**src/rtl/loader_pkg.sv**
```systemverilog
// Shared constants and FSM state encoding for the byte-stream program loader.
// Optional checksum trailer is selected by the LOADER_CHKSUM_EN macro.
package loader_pkg;

  localparam int unsigned BYTE_W = 8;
  localparam int unsigned WORD_W = 32;
  localparam int unsigned SEL_W  = 2;

  localparam logic [BYTE_W-1:0] SYNC_BYTE = 8'hA5;

  localparam logic [SEL_W-1:0] TGT_INSTR = 2'd0;
  localparam logic [SEL_W-1:0] TGT_CONST = 2'd1;
  localparam logic [SEL_W-1:0] TGT_VAR   = 2'd2;

  typedef enum logic [2:0] {
    ST_IDLE   = 3'd0,
    ST_TARGET = 3'd1,
    ST_COUNT  = 3'd2,
    ST_DATA   = 3'd3,
    ST_WRITE  = 3'd4,
    ST_CHECK  = 3'd5,
    ST_ERR    = 3'd6
  } state_t;

endpackage

```
**src/rtl/loader_byte_packer.sv**
```systemverilog
// Packs accepted bytes little-endian into 32-bit words; the 4th byte completes
// the word combinationally so the write can be registered on that same edge.
module loader_byte_packer
  import loader_pkg::*;
(
  input  logic              CLK,
  input  logic              RESETn,
  input  logic              clear,
  input  logic              push,
  input  logic [BYTE_W-1:0] data,
  output logic              word_ready_c,
  output logic [WORD_W-1:0] word_c
);

  localparam int unsigned HOLD_W = WORD_W - BYTE_W;

  logic [1:0]        byte_cnt;
  logic [HOLD_W-1:0] shreg;

  // Older bytes shift toward bit 0 so the first byte ends up in [7:0]
  always_ff @(posedge CLK or negedge RESETn) begin
    if (!RESETn) begin
      byte_cnt <= 2'd0;
      shreg    <= '0;
    end else if (clear) begin
      byte_cnt <= 2'd0;
      shreg    <= '0;
    end else if (push) begin
      byte_cnt <= byte_cnt + 2'd1;
      shreg    <= {data, shreg[HOLD_W-1:BYTE_W]};
    end
  end

  assign word_ready_c = push && (byte_cnt == 2'd3);
  assign word_c       = {data, shreg};

endmodule

```
**src/rtl/prog_loader.sv**
```systemverilog
// Program loader: parses SYNC/TARGET/COUNT/data[/CHK] frames and writes words
// into the CPU memories while holding the core. CHK trailer enabled by LOADER_CHKSUM_EN.
module prog_loader
  import loader_pkg::*;
#(
  parameter int unsigned ADDR_W      = 7,
  parameter int unsigned TIMEOUT_CYC = 1000000
) (
  input  logic              CLK,
  input  logic              RESETn,
  input  logic [BYTE_W-1:0] RX_DATA,
  input  logic              RX_VALID,
  output logic              RX_READY,
  output logic              MEM_WE,
  output logic [SEL_W-1:0]  MEM_SEL,
  output logic [ADDR_W-1:0] MEM_ADDR,
  output logic [WORD_W-1:0] MEM_WDATA,
  output logic              CPU_HOLD,
  output logic              LOAD_DONE,
  output logic              LOAD_ERR
);

  localparam int unsigned CNT_W = ADDR_W + 1;
  localparam int unsigned DEPTH = 1 << ADDR_W;
  localparam int unsigned TO_W  = $clog2(TIMEOUT_CYC + 1);

  state_t            state;
  logic [CNT_W-1:0]  words_left;
  logic [TO_W-1:0]   idle_cnt;
`ifdef LOADER_CHKSUM_EN
  logic [BYTE_W-1:0] chk;
`endif

  logic              xfer;
  logic              sync_seen;
  logic              tmr_active;
  logic              timeout_hit;
  logic              pk_clear;
  logic              pk_push;
  logic              word_ready_c;
  logic [WORD_W-1:0] word_c;

  assign xfer        = RX_VALID && RX_READY;
  assign sync_seen   = xfer && (RX_DATA == SYNC_BYTE);
  assign tmr_active  = (state != ST_IDLE) && (state != ST_ERR);
  assign timeout_hit = tmr_active && !xfer && (idle_cnt == TO_W'(TIMEOUT_CYC - 1));
  assign pk_clear    = (state == ST_ERR) || ((state == ST_IDLE) && sync_seen);
  assign pk_push     = xfer && (state == ST_DATA);

  loader_byte_packer u_packer (
    .CLK          (CLK),
    .RESETn       (RESETn),
    .clear        (pk_clear),
    .push         (pk_push),
    .data         (RX_DATA),
    .word_ready_c (word_ready_c),
    .word_c       (word_c)
  );

  // Inter-byte watchdog, counting only while a frame is in progress
  always_ff @(posedge CLK or negedge RESETn) begin
    if (!RESETn) begin
      idle_cnt <= '0;
    end else if (tmr_active && !xfer) begin
      idle_cnt <= idle_cnt + TO_W'(1);
    end else begin
      idle_cnt <= '0;
    end
  end

  // Frame FSM with registered outputs
  always_ff @(posedge CLK or negedge RESETn) begin
    if (!RESETn) begin
      state      <= ST_IDLE;
      RX_READY   <= 1'b1;
      MEM_WE     <= 1'b0;
      MEM_SEL    <= TGT_INSTR;
      MEM_ADDR   <= '0;
      MEM_WDATA  <= '0;
      CPU_HOLD   <= 1'b0;
      LOAD_DONE  <= 1'b0;
      LOAD_ERR   <= 1'b0;
      words_left <= '0;
`ifdef LOADER_CHKSUM_EN
      chk        <= '0;
`endif
    end else begin
      MEM_WE    <= 1'b0;
      LOAD_DONE <= 1'b0;
      RX_READY  <= 1'b1;
      if (timeout_hit) begin
        state    <= ST_ERR;
        LOAD_ERR <= 1'b1;
      end else begin
        unique case (state)
          ST_IDLE, ST_ERR: begin
            // Any sync byte (re)starts a frame; everything else is discarded
            if (sync_seen) begin
              state    <= ST_TARGET;
              CPU_HOLD <= 1'b1;
              LOAD_ERR <= 1'b0;
              MEM_ADDR <= '0;
`ifdef LOADER_CHKSUM_EN
              chk      <= '0;
`endif
            end
          end
          ST_TARGET: begin
            if (xfer) begin
              if (RX_DATA > BYTE_W'(TGT_VAR)) begin
                state    <= ST_ERR;
                LOAD_ERR <= 1'b1;
              end else begin
                MEM_SEL <= RX_DATA[SEL_W-1:0];
                state   <= ST_COUNT;
              end
            end
          end
          ST_COUNT: begin
            if (xfer) begin
              words_left <= (RX_DATA == '0) ? CNT_W'(DEPTH) : CNT_W'(RX_DATA);
              state      <= ST_DATA;
            end
          end
          ST_DATA: begin
            if (xfer) begin
`ifdef LOADER_CHKSUM_EN
              chk <= chk ^ RX_DATA;
`endif
              if (word_ready_c) begin
                MEM_WE    <= 1'b1;
                MEM_WDATA <= word_c;
                RX_READY  <= 1'b0;
                state     <= ST_WRITE;
              end
            end
          end
          ST_WRITE: begin
            MEM_ADDR   <= MEM_ADDR + ADDR_W'(1);
            words_left <= words_left - CNT_W'(1);
            if (words_left == CNT_W'(1)) begin
`ifdef LOADER_CHKSUM_EN
              state <= ST_CHECK;
`else
              state     <= ST_IDLE;
              LOAD_DONE <= 1'b1;
              CPU_HOLD  <= 1'b0;
`endif
            end else begin
              state <= ST_DATA;
            end
          end
`ifdef LOADER_CHKSUM_EN
          ST_CHECK: begin
            if (xfer) begin
              if (RX_DATA == chk) begin
                state     <= ST_IDLE;
                LOAD_DONE <= 1'b1;
                CPU_HOLD  <= 1'b0;
              end else begin
                state    <= ST_ERR;
                LOAD_ERR <= 1'b1;
              end
            end
          end
`endif
          default: begin
            state <= ST_IDLE;
          end
        endcase
      end
    end
  end

endmodule

```
**config.mk**
```make
export PLATFORM = sky130hd
export DESIGN_NAME = prog_loader
export DESIGN_NICKNAME = d
export VERILOG_FILES = /design/src/rtl/loader_pkg.sv /design/src/rtl/loader_byte_packer.sv /design/src/rtl/prog_loader.sv
export SDC_FILE = /design/constraint.sdc
export NUM_CORES = 1
export LEC_CHECK = 0
export ABC_CLOCK_PERIOD_IN_PS = 4900
export CELL_PAD_IN_SITES_DETAIL_PLACEMENT = 0
export CELL_PAD_IN_SITES_GLOBAL_PLACEMENT = 2
export CORE_MARGIN = 10
export CORE_UTILIZATION = 30
export CTS_CLUSTER_DIAMETER = 80
export DETAILED_ROUTE_END_ITERATION = 10
export GPL_ROUTABILITY_DRIVEN = 0
export PLACE_DENSITY_LB_ADDON = 0.1
export SLEW_MARGIN = 25
export SYNTH_ARGS = -nofsm -noshare
export SYNTH_HDL_FRONTEND = slang
export SYNTH_SLANG_ARGS = --single-unit
```
**constraint.sdc**
```tcl
create_clock -name CLK -period 4.9 [get_ports CLK]
set_clock_uncertainty 0.2 [all_clocks]
set_input_delay 0.735 -clock CLK [delete_from_list [all_inputs] [get_ports CLK]]
set_output_delay 0.735 -clock CLK [all_outputs]
set_load 0.005 [all_outputs]
```
Word level (Yosys, flattened, before mapping)
Index checks and enable logic that the tools add are counted.
Storage, ports and cells
  output and inout port bits: 46
  register bits after elaboration: 103
  logic and storage cells: 102
  input bits: 11
Operators by class
  reduce and logical (&&, ||, !) cells: 25
  equal/unequal tests: 19
  mux-type cells: 38
  $add $sub $neg: 4
  order comparisons: 1
  bitwise operators: 2
Operators by type and width (count)
  2-to-1 mux 24 bit: 2
  2-to-1 mux 3 bit: 7
  adder 20 x 1 -> 20 bit (second input constant): 1
  == test 20 bit (second input constant): 1
  2-to-1 mux 20 bit: 1
  != test 3 bit (second input constant): 6
  2-to-1 mux 1 bit: 17
  2-to-1 mux 8 bit: 2
  case mux 8 bit (2 select lines): 1
  AND reduction 4 bit: 4
  case mux 3 bit (5 select lines): 1
  case mux 7 bit (2 select lines): 1
  == test 8 x 1 -> 1 bit (second input constant): 1
  == test 8 bit (second input constant): 1
  > comparator 8 x 2 -> 1 bit (second input constant): 1
  logical AND 1 bit: 8
  zero test 8 bit: 1
  subtractor 8 x 1 -> 8 bit (second input constant): 1
  adder 7 x 1 -> 7 bit (second input constant): 1
  2-to-1 mux 7 bit: 1
  == test 3 x 2 -> 1 bit (second input constant): 2
  == test 3 bit (second input constant): 2
  2-to-1 mux 2 bit: 3
  != test 2 bit (second input constant): 3
  other kinds (14): 20

Logic depth before layout (Yosys ltp)
  depth in word-level cells: 7
  gate-level depth with buffers: 8
  gate-level depth less buffers: 6

By module
A second synthesis with hierarchy kept.
Unflattened totals
  cell total of the unflattened synthesis: 433
  area total of the unflattened synthesis: 4867.2 um^2
Modules (own cells, without submodules)
  prog_loader: area an instance 3713.6 um^2, seq. area each 1928.1 um^2, cells an instance 339, instances 1
  loader_byte_packer: area an instance 1153.6 um^2, seq. area each 650.6 um^2, cells an instance 94, instances 1

Worst setup path before layout
OpenSTA, ideal clock, no wires.
  path kind: input to register
  start: input port RX_DATA[3]
  end: register MEM_ADDR[0]
  data arrival time: 2.171 ns
  required time: 4.575 ns
  setup time: 0.125 ns
  cell stages on the path: 5
  path buffers: 0
  slack: 2.404 ns
  cell sequence: or3_1 > or4_1 > nand2_1 > nand3_1 > mux2_2
Between the ends
  longest elaborated chain between the ends: 4
Ends and longest elaborated chain
  from (decl): RTL line prog_loader.sv:11  | input logic [BYTE_W-1:0] RX_DATA,
  == test 8 bit: RTL line prog_loader.sv:44  | assign sync_seen = xfer && (RX_DATA == SYNC_BYTE);
  logical AND 1 bit: RTL line prog_loader.sv:44
  != test 2 bit (no source line)
  AND reduction 3 bit (no source line)
  to (signal assigned): RTL line prog_loader.sv:139  | MEM_ADDR <= MEM_ADDR + ADDR_W'(1);
  to (decl): RTL line prog_loader.sv:16  | output logic [ADDR_W-1:0] MEM_ADDR,
Every way passes these cells.
A chain may end at the register's enable or synchronous reset.

Worst setup path after layout
  start: input port RX_DATA[3]
  end: register state[1]
Between the ends
  longest elaborated chain between the ends: 4
Ends and longest elaborated chain
  == test 8 bit: RTL line prog_loader.sv:44
  logical AND 1 bit: RTL line prog_loader.sv:44
  != test 3 bit (no source line)
  AND reduction 5 bit (no source line)
  to (signal assigned): RTL line prog_loader.sv:74  | state <= ST_IDLE;
  to (signal assigned): RTL line prog_loader.sv:92  | state <= ST_ERR;
  to (signal assigned): RTL line prog_loader.sv:99  | state <= ST_TARGET;
  to (decl): RTL line prog_loader.sv:27  | state_t state;
Every way passes these cells.

==> summary.txt <==
Timing
  – Max frequency: roughly 350 MHz
  – Slew headroom: 0.409
  – Worst Tran Pin Value: 884 ps
  – Pins over their slew limit: 0
  – RSZ-0062 raised after global routing: false
  – Finish-stage setup viols: 0
  – Min Hold Slack: around 190 ps
  – Final WS setup: 2070 ps
  – Hold Fails Final Rpt: 0
  – Setup TNS: 0 ps
  – Tcrit/Tclk final: 0.578
  – Min Tclk post-route: 2830 ps

Routing
  – Final wirelength: 11800 µm
  – Routed wire per std cell: 16.3 µm
  – Detailed-route DRC error count: 0
  – First-iteration detailed-routing DRC count: 204
  – Final ANT Viol Nets: 0
  – Vias per cell: 4.85
  – Total vias in the final route: roughly 3500
  – Drt first pass iters: 4

Clock network
  – Post-CTS setup buffer count: 0
  – Clk buf depth: 2
  – Clk slew on worst S/H paths: 70 ps
  – CTS tree: done
  – Clk sinks: 103
  – Clock root cell: clkbuf_16
  – Worst-Skew Late Latency: 350 ps
  – CTS Hold Bufs: 0
  – H-tree levels: 3
  – CTS resizes: 0
  – CTS Buf Count: 9

Layout
  – Fillers: 1572
  – Ant. Diodes: 0
  – Area growth syn-to-layout: 23.3%
  – Layout cells sized above 1: 0.0667
  – Final #Nets: around 520

Setup path
  – CP Launch Point: RX_DATA[3]
  – Worst r2r dst: MEM_ADDR[0]$_DFFE_PN0P_
  – CP endpoint: state[1]$_DFFE_PN0P_
  – Flop2flop setup slack: approximately 2100 ps
  – Setup CP Type: input port to flop
  – CP required: just under 5000 ps
  – CP Data Arrival Time: between 2000 and 3000 ps
  – Crit Path Max Fanout: 5
  – Worst setup EP type: flop
  – Reg2reg start: idle_cnt[6]$_DFF_PN0_
  – Startpoint Class: input port
  – Worst Reg2Reg Path Length in Cells: 5

Yosys
  – Post-synth cell types: 52
  – Syn Nets: 471
  – Post-Syn Area: around 4700 µm²
  – Synth Register Bits: approximately 100
  – Yosys Warn Count: 0
  – Synth Instances: 455
  – Main synth FF type: dfrtp_1
  – Sequential-to-total area share from yosys stat: 0.546
  – Post-synth ARST share: 1.00
  – Mapped Avg Cell Area: about 10 µm²
  – Number of flops mapped to enable cells by yosys: 0

GRT
  – First-pass GRT wire length: slightly below 20000 µm
  – Via count of the first global-routing pass: 3554
  – Total track usage: 0.114
  – Grt ovf: 0
  – Initial antenna violation count: 0
  – Largest net degree at the start of global routing: 74

Run
  – Max cap viols: 0

Placed design
  – IO buf count: between 50 and 60
  – Detailed placement HPWL: 7890 µm
  – Post-Place Setup Slack: 1700 ps

Pwr
  – Leak pwr: 2.56 nW
  – VDD IR-drop max: 0.313 mV
  – Power Dens Cells: between 400 and 500 nW/µm²

Die
  – Core region area: roughly 15000 µm²
  – Row count: 45
  – I/O pins: 57
  – Die area: 21100 µm²
  – Height of the die: between 100 and 150 µm
  – Initial Utilization: 0.308
  – Die span in x: roughly 150 µm

Worst hold path
  – HP Class: input port to asynchronous set/reset pin

Run status
  – Outcome: completed
-- per-layer routing --
layer | up-vias | GRT usage | share of wire
met3 | 11 | 0.0230 | 0.031
met4 | 0 | 0.0455 | 0.016
met2 | 55 | 0.169 | 0.45
li1 | 1693 | - | -
met1 | 1737 | 0.158 | 0.50
met5 | - | 0 | 0
-- cells in the mapped netlist (3+ instances only) --
library cell	number	area share
and4_1	4	0.0074
clkbuf_1	11	0.0087
inv_1	3	0.0024
dfrtp_1	102	0.54
or4_1	4	0.0064
a41oi_1	3	0.0056
nand3_1	19	0.020
nand2_1	70	0.056
o22a_1	4	0.0074
nor2_1	48	0.038
ha_1	5	0.013
and2_1	4	0.0053
a21oi_1	38	0.040
and3_1	5	0.0066
mux2_1	34	0.081
xnor2_1	9	0.017
o21ai_0	3	0.0032
nor4_1	3	0.0040
o21ai_1	8	0.0085
xor2_1	11	0.020
a31oi_1	9	0.012
nor3_1	6	0.0064
nor2b_1	4	0.0053
buf_2	9	0.0095
nand4_1	5	0.0066
-- report_power, final --
part	switching, mW	total [mW]	internal (mW)
logic	0.449	0.751	0.302
clock network	0.340	0.794	0.455
registers	0.163	1.18	1.01
-- worst max-delay path: stages --
cell and delay [ps]:
clkdlybuf4s50_1 480, or3_1 460, nor4_1 540, nor2_1 230, nor4_1 320, a2bb2oi_1 100
-- final cells by class --
type | count | area, µm² | area share
sequential | 103 | 2580 | 0.443
clock buffer | 9 | 225 | 0.0387
timing repair buffer | 60 | 592 | 0.102
clock inverter | 7 | 100 | 0.0172
inverter | 5 | 18.8 | 0.00323
tap | 211 | 264 | 0.0454
multi-input combinational | 326 | 2040 | 0.351
-- flip-flops by register name (all words and copies together), names as in the netlist --
name,cells
MEM_SEL,2
MEM_WE,1
idle_cnt,20
LOAD_DONE,1
u_packer.byte_cnt,2
RX_READY,1
u_packer.shreg,24
MEM_WDATA,32
LOAD_ERR,1
MEM_ADDR,7
CPU_HOLD,1
words_left,8
state,3
-- through the flow --
step	instances	total power [mW]	util	instance area [µm²]
final	721	2.72	0.380	5820
after global routing	721	2.91	0.380	5820
after CTS	721	2.77	0.379	5810
after detailed placement	705	1.95	0.358	5480
after global placement	705	1.95	0.358	5480
after floorplan	455	1.68	-	4720
-- cell usage in the layout (no fill, tap or decap), drive strengths merged, types with 2 or more instances in the layout --
cell,n
and4,4
nor2,48
a21o,2
a31o,2
dfrtp,102
nor4,4
bufinv,2
a21oi,38
nor2b,4
nand2,70
or4,6
nor3,8
clkdlybuf4s50,55
buf,5
a41oi,3
xnor2,9
a31oi,9
nand4,5
and3,6
and2,4
mux2,35
o21ai,11
o211ai,2
xor2,11
nand3,20
inv,9
or3,2
clkbuf,9
ha,5
nand2b,2
o22a,4
-- cells by family (layout without fill, tap and decap cells) --
logic type | count (synthesis) | count (layout) | share of synthesized area
compound gates | 79 | 79 | 0.105
xor+xnor | 20 | 20 | 0.0371
fa+ha+maj | 5 | 5 | 0.0133
buf+inv | 26 | 81 | 0.0239
flops | 103 | 103 | 0.546
mux | 35 | 35 | 0.0835
simple gates | 187 | 187 | 0.191
-- worst min path at each step --
| stage | start | to | slack (ps) | cells past startpoint |
|---|---|---|---|---|
| after floorplan | idle_cnt[0]$_DFF_PN0_ | idle_cnt[0]$_DFF_PN0_ | 220 | 1 |
| after global placement | idle_cnt[0]$_DFF_PN0_ | idle_cnt[0]$_DFF_PN0_ | 250 | 1 |
| after detailed placement | idle_cnt[0]$_DFF_PN0_ | idle_cnt[0]$_DFF_PN0_ | 250 | 1 |
| after CTS | idle_cnt[0]$_DFF_PN0_ | idle_cnt[0]$_DFF_PN0_ | 260 | 1 |
| after global routing | RESETn | MEM_WDATA[0]$_DFFE_PN0P_ | 250 | 1 |
| final | RESETn | MEM_WDATA[0]$_DFFE_PN0P_ | 190 | 1 |
(Power assumes the default switching activity.)
